File: config.mk
export PLATFORM = sky130hd
export DESIGN_NAME = instr_encoder_flat
export DESIGN_NICKNAME = d
export VERILOG_FILES = /design/src/rtl/instr_encoder_pkg.sv /design/src/rtl/instr_encoder_if.sv /design/src/rtl/instr_encoder_packer.sv /design/src/rtl/instr_encoder.sv /design/src/flat_wrapper.sv
export SDC_FILE = /design/constraint.sdc
export NUM_CORES = 1
export LEC_CHECK = 0
export CORE_ASPECT_RATIO = 1.75
export CORE_MARGIN = 2
export CORE_UTILIZATION = 32
export CTS_BUF_LIST = sky130_fd_sc_hd__clkbuf_4 sky130_fd_sc_hd__clkbuf_8 sky130_fd_sc_hd__clkbuf_16
export CTS_CLUSTER_SIZE = 40
export DETAILED_ROUTE_END_ITERATION = 16
export REMOVE_ABC_BUFFERS = 1
export SYNTH_ARGS = -nofsm -noshare
export SYNTH_HDL_FRONTEND = slang
export SYNTH_SLANG_ARGS = --single-unit
File: constraint.sdc
create_clock -name clk -period 5.65 [get_ports clk]
set_clock_uncertainty 0.2 [all_clocks]
set_input_delay 0.565 -clock clk [delete_from_list [all_inputs] [get_ports clk]]
set_output_delay 0.565 -clock clk [all_outputs]
set_load 0.005 [all_outputs]
File: src/rtl/instr_encoder_pkg.sv
// Shared constants for the instruction encoder: format codes, FSM states,
// the NOP substitute word and the opcode legality helper.
package instr_encoder_pkg;

  typedef enum logic [1:0] {
    FMT_R = 2'b00,
    FMT_I = 2'b01,
    FMT_S = 2'b10,
    FMT_B = 2'b11
  } fmt_e;

  typedef enum logic [1:0] {
    ST_IDLE  = 2'b00,
    ST_RUN   = 2'b01,
    ST_FLUSH = 2'b10
  } state_e;

  localparam logic [31:0] NOP_WORD      = 32'h0000_0013;
  localparam logic [1:0]  OPC_LEGAL_LSB = 2'b11;
  localparam logic [31:0] ADDR_STEP     = 32'd4;
  localparam logic [15:0] COUNT_MAX     = 16'hFFFF;

  // 32-bit base-ISA opcodes always end in 2'b11; anything else is rejected.
  function automatic logic opcode_legal(input logic [6:0] op);
    return (op[1:0] == OPC_LEGAL_LSB);
  endfunction

endpackage

File: src/rtl/instr_encoder_if.sv
// Field-bundle input handshake plus instruction-memory write port.
interface instr_encoder_if;
  logic        in_valid;
  logic        in_ready;
  logic        in_last;
  logic [1:0]  fmt;
  logic [6:0]  opcode;
  logic [2:0]  funct3;
  logic [6:0]  funct7;
  logic [4:0]  rd;
  logic [4:0]  rs1;
  logic [4:0]  rs2;
  logic [11:0] imm;
  logic        mem_we;
  logic [31:0] mem_addr;
  logic [31:0] mem_wdata;
  logic        mem_ready;

  // Encoder side: consumes bundles, drives memory writes.
  modport slave (
    input  in_valid, in_last, fmt, opcode, funct3, funct7, rd, rs1, rs2, imm,
    output in_ready,
    output mem_we, mem_addr, mem_wdata,
    input  mem_ready
  );

  // Environment side: produces bundles, sinks memory writes.
  modport master (
    output in_valid, in_last, fmt, opcode, funct3, funct7, rd, rs1, rs2, imm,
    input  in_ready,
    input  mem_we, mem_addr, mem_wdata,
    output mem_ready
  );
endinterface

File: src/rtl/instr_encoder_packer.sv
// Purely combinational packing of instruction fields into a 32-bit word.
module instr_packer
  import instr_encoder_pkg::*;
(
  input  logic [1:0]  fmt,
  input  logic [6:0]  opcode,
  input  logic [2:0]  funct3,
  input  logic [6:0]  funct7,
  input  logic [4:0]  rd,
  input  logic [4:0]  rs1,
  input  logic [4:0]  rs2,
  input  logic [11:0] imm,
  output logic [31:0] word
);

  // Select bit layout by format; for B the imm input holds offset bits [12:1].
  always_comb begin
    word = 32'h0000_0000;
    case (fmt_e'(fmt))
      FMT_R:   word = {funct7, rs2, rs1, funct3, rd, opcode};
      FMT_I:   word = {imm[11:0], rs1, funct3, rd, opcode};
      FMT_S:   word = {imm[11:5], rs2, rs1, funct3, imm[4:0], opcode};
      FMT_B:   word = {imm[11], imm[9:4], rs2, rs1, funct3, imm[3:0], imm[10], opcode};
      default: word = 32'h0000_0000;
    endcase
  end

endmodule

File: src/rtl/instr_encoder.sv
// Burst instruction encoder: accepts field bundles, packs them and writes
// them to consecutive instruction-memory words through a single output
// register that keeps one write in flight with full throughput.
module instr_encoder
  import instr_encoder_pkg::*;
(
  input  logic           clk,
  input  logic           rst,
  input  logic           start,
  input  logic [31:0]    base_addr,
  instr_encoder_if.slave bus,
  output logic           busy,
  output logic           done,
  output logic           err,
  output logic [15:0]    count
);

  state_e      state_q, state_d;
  logic        mem_we_q, mem_we_d;
  logic [31:0] addr_q, addr_d;
  logic [31:0] wdata_q, wdata_d;
  logic [15:0] count_q, count_d;
  logic        err_q, err_d;
  logic        done_q, done_d;

  logic        in_ready_s;
  logic        accept_s;
  logic        retire_s;
  logic [31:0] packed_s;

  instr_packer u_packer (
    .fmt    (bus.fmt),
    .opcode (bus.opcode),
    .funct3 (bus.funct3),
    .funct7 (bus.funct7),
    .rd     (bus.rd),
    .rs1    (bus.rs1),
    .rs2    (bus.rs2),
    .imm    (bus.imm),
    .word   (packed_s)
  );

  // Handshake: new bundle accepted only in RUN when the output register frees up this cycle.
  always_comb begin
    in_ready_s = 1'b0;
    if (state_q == ST_RUN) begin
      in_ready_s = !mem_we_q || bus.mem_ready;
    end else begin
      in_ready_s = 1'b0;
    end
    accept_s = in_ready_s && bus.in_valid;
    retire_s = mem_we_q && bus.mem_ready;
  end

  // Next-state logic for the burst FSM and the one-cycle done pulse.
  always_comb begin
    state_d = state_q;
    done_d  = 1'b0;
    case (state_q)
      ST_IDLE: begin
        if (start) state_d = ST_RUN;
        else       state_d = ST_IDLE;
      end
      ST_RUN: begin
        if (accept_s && bus.in_last) state_d = ST_FLUSH;
        else                         state_d = ST_RUN;
      end
      ST_FLUSH: begin
        if (retire_s) begin
          state_d = ST_IDLE;
          done_d  = 1'b1;
        end else begin
          state_d = ST_FLUSH;
        end
      end
      default: state_d = ST_IDLE;
    endcase
  end

  // Datapath: address/count/err updates and output-register load; retire and load may coincide.
  always_comb begin
    addr_d   = addr_q;
    count_d  = count_q;
    err_d    = err_q;
    wdata_d  = wdata_q;
    mem_we_d = mem_we_q;
    if ((state_q == ST_IDLE) && start) begin
      addr_d  = base_addr;
      count_d = 16'h0000;
      err_d   = 1'b0;
    end else begin
      if (retire_s) begin
        addr_d   = addr_q + ADDR_STEP;
        count_d  = (count_q == COUNT_MAX) ? COUNT_MAX : (count_q + 16'd1);
        mem_we_d = 1'b0;
      end else begin
        addr_d = addr_q;
      end
      if (accept_s) begin
        mem_we_d = 1'b1;
        if (opcode_legal(bus.opcode)) begin
          wdata_d = packed_s;
        end else begin
          wdata_d = NOP_WORD;
          err_d   = 1'b1;
        end
      end else begin
        wdata_d = wdata_q;
      end
    end
  end

  // State and output registers; reset drops any write in flight.
  always_ff @(posedge clk or posedge rst) begin
    if (rst) begin
      state_q  <= ST_IDLE;
      mem_we_q <= 1'b0;
      addr_q   <= 32'h0000_0000;
      wdata_q  <= 32'h0000_0000;
      count_q  <= 16'h0000;
      err_q    <= 1'b0;
      done_q   <= 1'b0;
    end else begin
      state_q  <= state_d;
      mem_we_q <= mem_we_d;
      addr_q   <= addr_d;
      wdata_q  <= wdata_d;
      count_q  <= count_d;
      err_q    <= err_d;
      done_q   <= done_d;
    end
  end

  assign bus.in_ready  = in_ready_s;
  assign bus.mem_we    = mem_we_q;
  assign bus.mem_addr  = addr_q;
  assign bus.mem_wdata = wdata_q;
  assign busy          = (state_q != ST_IDLE);
  assign done          = done_q;
  assign err           = err_q;
  assign count         = count_q;

endmodule
File: src/flat_wrapper.sv
// flat-port wrapper written by rule: the top's interface ports become plain ports
module instr_encoder_flat import instr_encoder_pkg::*;
  (clk, rst, start, base_addr, busy, done, err, count, bus_in_valid, bus_in_last, bus_fmt, bus_opcode, bus_funct3, bus_funct7, bus_rd, bus_rs1, bus_rs2, bus_imm, bus_in_ready, bus_mem_we, bus_mem_addr, bus_mem_wdata, bus_mem_ready);
  instr_encoder_if bus_i ();
  input  logic clk;
  input  logic rst;
  input  logic start;
  input  logic [31:0] base_addr;
  output logic busy;
  output logic done;
  output logic err;
  output logic [15:0] count;
  input wire logic [$bits(bus_i.in_valid)-1:0] bus_in_valid;
  input wire logic [$bits(bus_i.in_last)-1:0] bus_in_last;
  input wire logic [$bits(bus_i.fmt)-1:0] bus_fmt;
  input wire logic [$bits(bus_i.opcode)-1:0] bus_opcode;
  input wire logic [$bits(bus_i.funct3)-1:0] bus_funct3;
  input wire logic [$bits(bus_i.funct7)-1:0] bus_funct7;
  input wire logic [$bits(bus_i.rd)-1:0] bus_rd;
  input wire logic [$bits(bus_i.rs1)-1:0] bus_rs1;
  input wire logic [$bits(bus_i.rs2)-1:0] bus_rs2;
  input wire logic [$bits(bus_i.imm)-1:0] bus_imm;
  output wire logic [$bits(bus_i.in_ready)-1:0] bus_in_ready;
  output wire logic [$bits(bus_i.mem_we)-1:0] bus_mem_we;
  output wire logic [$bits(bus_i.mem_addr)-1:0] bus_mem_addr;
  output wire logic [$bits(bus_i.mem_wdata)-1:0] bus_mem_wdata;
  input wire logic [$bits(bus_i.mem_ready)-1:0] bus_mem_ready;
  assign bus_i.in_valid = bus_in_valid;
  assign bus_i.in_last = bus_in_last;
  assign bus_i.fmt = bus_fmt;
  assign bus_i.opcode = bus_opcode;
  assign bus_i.funct3 = bus_funct3;
  assign bus_i.funct7 = bus_funct7;
  assign bus_i.rd = bus_rd;
  assign bus_i.rs1 = bus_rs1;
  assign bus_i.rs2 = bus_rs2;
  assign bus_i.imm = bus_imm;
  assign bus_in_ready = bus_i.in_ready;
  assign bus_mem_we = bus_i.mem_we;
  assign bus_mem_addr = bus_i.mem_addr;
  assign bus_mem_wdata = bus_i.mem_wdata;
  assign bus_i.mem_ready = bus_mem_ready;
  instr_encoder u_core (.clk(clk), .rst(rst), .start(start), .base_addr(base_addr), .bus(bus_i), .busy(busy), .done(done), .err(err), .count(count));
endmodule
==> run metrics <==
final instance area 0.00643 mm^2; Top Family by Delay on Critical Path buffers and inverters; clk_lat worst skew 0.34 ns; Cell Chain, Critical Path clkdlybuf4s50_1, nor2b_1, nor3b_2, clkdlybuf4s50_1; Worst R2R Setup Slack 3.18 ns; std cell rows 55; Final nets 686; RSZ-0062 raised after global routing false; Hold WS 0.273 ns; final hold violations 0; Post-DP Area 0.00610 mm^2; clock root cell clkbuf_16; fmax 348 MHz; worst-path maximum fanout 7; PD cells 428 mW/mm^2; Yosys cell types 44; per-cell routed wire length 16.3 um; total gr overflow 0; Post-Route Setup TNS 0 ns; post-detail-place hpwl 9380 um; fillers 1195; cell count after synthesis 440; Multi-input gate area 0.00204 mm^2; sequential area share after synthesis 49.8%; DR DRC count 0; Crit path largest cell delay 0.64 ns; depth of the CTS H-tree 3; Critical Path RT 4.89 ns; global-route wire length before repair 20400 um; Final Util 49.4%; outcome finished clean; fin cells 776; Resized Gates After CTS 0; Worst setup SP type input pin; Worst-path clk slew 0.06 ns; CTS tree built; Worst path slowest cell clkdlybuf4s50_1; Via density 5.09; initial antenna violation count 0; dpl ws 2.76 ns; sequential share of power 39.0%; Vias 3949; Total Die Area 0.0143 mm^2; minimum clock period 2.87 ns; core area 0.0130 mm^2; warnings from Yosys 0; port bufs 168; die height 157 um; number of synthesized flops with an enable pin 0; Tightest Pin Transition 1.08 ns; Design Power 2.75 mW; syn avg cell area 9.71 um^2; HP Class flip-flop to flip-flop; Seq cells post-synth 85; DR iter-0 viols 150; internal power 1.84 mW; critical path buffer and inverter count 2; placed insts 760; Psw 912 uW; Tcrit/Tclk final 50.9%; ys flop type dfrtp_1; largest net degree at the start of global routing 86; RePlAce Congestion 0.880; Chip Width 91.3 um; Area Overhead vs Synth 50.5%; crit path capture type output port; Num Clock Sinks 85; register area 0.00213 mm^2; synthesized area 0.00427 mm^2; P_leak 2.58 nW; Worst VDD drop 0.137 mV; combinational share of power 37.2%; # IOs 169; Max-slew headroom 27.7%; share of layout cells above drive strength 1 5.95%; CTS Hold Bufs 0; # diodes 0; Routed Antenna Nets 0; All-Layer GR Usage 17.7%; clock network fraction of design power 23.7%; Post-Route WL 12600 um; Max clock buf depth 2; Final WS setup 2.78 ns; DRT Pass-1 Iters 4; # setup viols final 0; sw frac 33.1%; CTS Buf Count 9; Max Slew Vio Count 0; max-cap check violation count 0; Crit path arrival time 2.11 ns; asr flop ratio synth 100%; initial cell density of the core 32.8%; vias in the first global route 4012; Crit Path Class input pin to output port; CP dominant cell by count clkdlybuf4s50_1; Post-CTS Setup Bufs 0
-- cells in the final DEF, fill, tap and decap left out, types with 3 or more instances in the layout --
master / n
o211ai_1: 5
a22o_1: 18
clkbuf_16: 9
o21ai_2: 3
nand2b_1: 7
and2_1: 4
xor2_1: 18
nand3_1: 17
dfrtp_1: 85
nand4_1: 13
inv_1: 5
a31oi_1: 8
a21oi_1: 11
o21ai_0: 48
inv_6: 3
nor3_1: 7
xnor2_1: 11
mux2i_1: 12
nand2_1: 70
a41oi_1: 3
o21ai_1: 13
a211oi_1: 3
nor2_1: 19
nor4_4: 3
clkdlybuf4s50_1: 168
and3_1: 9
-- routing by layer --
layer  GRT usage, %  wire length, um
met5              0                0
met4           5.63              165
met3           4.67              781
met2           32.7             6750
met1           19.4             4920
-- cells in the mapped netlist (3+ instances only) --
cell type  count  area (um^2)
inv_1          6         22.5
xnor2_1       11         96.3
o21ai_2        3         26.3
a31oi_1        8         50.1
o211ai_1       5         37.5
a21oi_1       11         55.1
nand2_1       70          263
nor4_4         3         63.8
xor2_1        18          158
a22o_1        18          158
nor2_1        19         71.3
and2_1         5         31.3
and3_1         9         56.3
dfrtp_1       85         2130
mux2i_1       12          120
a211oi_1       3         22.5
buf_2          4         20.0
clkbuf_1      15         56.3
nand3_1       17         85.1
nand4_1       13         81.3
nand2b_1       7         43.8
nor3_1         7         35.0
o21ai_1       13         65.1
a41oi_1        3         26.3
o21ai_0       48          240
-- sequential cells by signal, indices dropped and copies added (netlist names) --
name	flops
u_core.done	1
u_core.bus.mem_we	1
u_core.bus.mem_addr	32
u_core.state_q	2
u_core.count	16
u_core.bus.mem_wdata	32
u_core.err	1
-- path summary, 6_finish.rpt --
path	cells past startpoint	to	start
hold / removal	1	u_core.bus.mem_wdata[1]$_DFFE_PP0P_	u_core.bus.mem_wdata[1]$_DFFE_PP0P_
max in group asynchronous	2	u_core.bus.mem_wdata[27]$_DFFE_PP0P_	rst
setup reg to reg	5	u_core.count[2]$_DFFE_PP0P_	u_core.count[7]$_DFFE_PP0P_
min in group asynchronous	2	u_core.bus.mem_addr[19]$_DFFE_PP0P_	rst
setup / recovery	4	bus_in_ready	bus_mem_ready
hold reg to reg	1	u_core.bus.mem_wdata[1]$_DFFE_PP0P_	u_core.bus.mem_wdata[1]$_DFFE_PP0P_
-- final cells by class --
| cell class | count | area share (%) |
|---|---|---|
| Tap cell | 171 | 3.33 |
| Timing Repair Buffer | 170 | 26.4 |
| Sequential cell | 85 | 33.1 |
| Inverter | 6 | 0.389 |
| Clock inverter | 7 | 1.60 |
| Clock buffer | 9 | 3.50 |
| Multi-Input combinational cell | 328 | 31.7 |
-- power groups by stage --
stage | Sequential (mW) | Combinational, mW | Clock (mW)
after global placement | 1.07 | 1.03 | 0
after global routing | 1.11 | 1.13 | 0.700
after detailed placement | 1.08 | 1.04 | 0
after CTS | 1.07 | 1.04 | 0.670
final | 1.07 | 1.03 | 0.654
after floorplan | 1.05 | 0.394 | 0
-- logic make-up (layout without fill, tap and decap cells) --
logic type,after synthesis,count (layout),share of synthesized area [%]
xor+xnor,29,29,5.95
compound gates,118,118,17.0
mux,14,14,3.34
flops,85,85,49.8
simple gates,165,165,20.8
fa+ha+maj,2,2,0.586
buf+inv,27,192,2.49
Power figures use the tool's default switching activity.
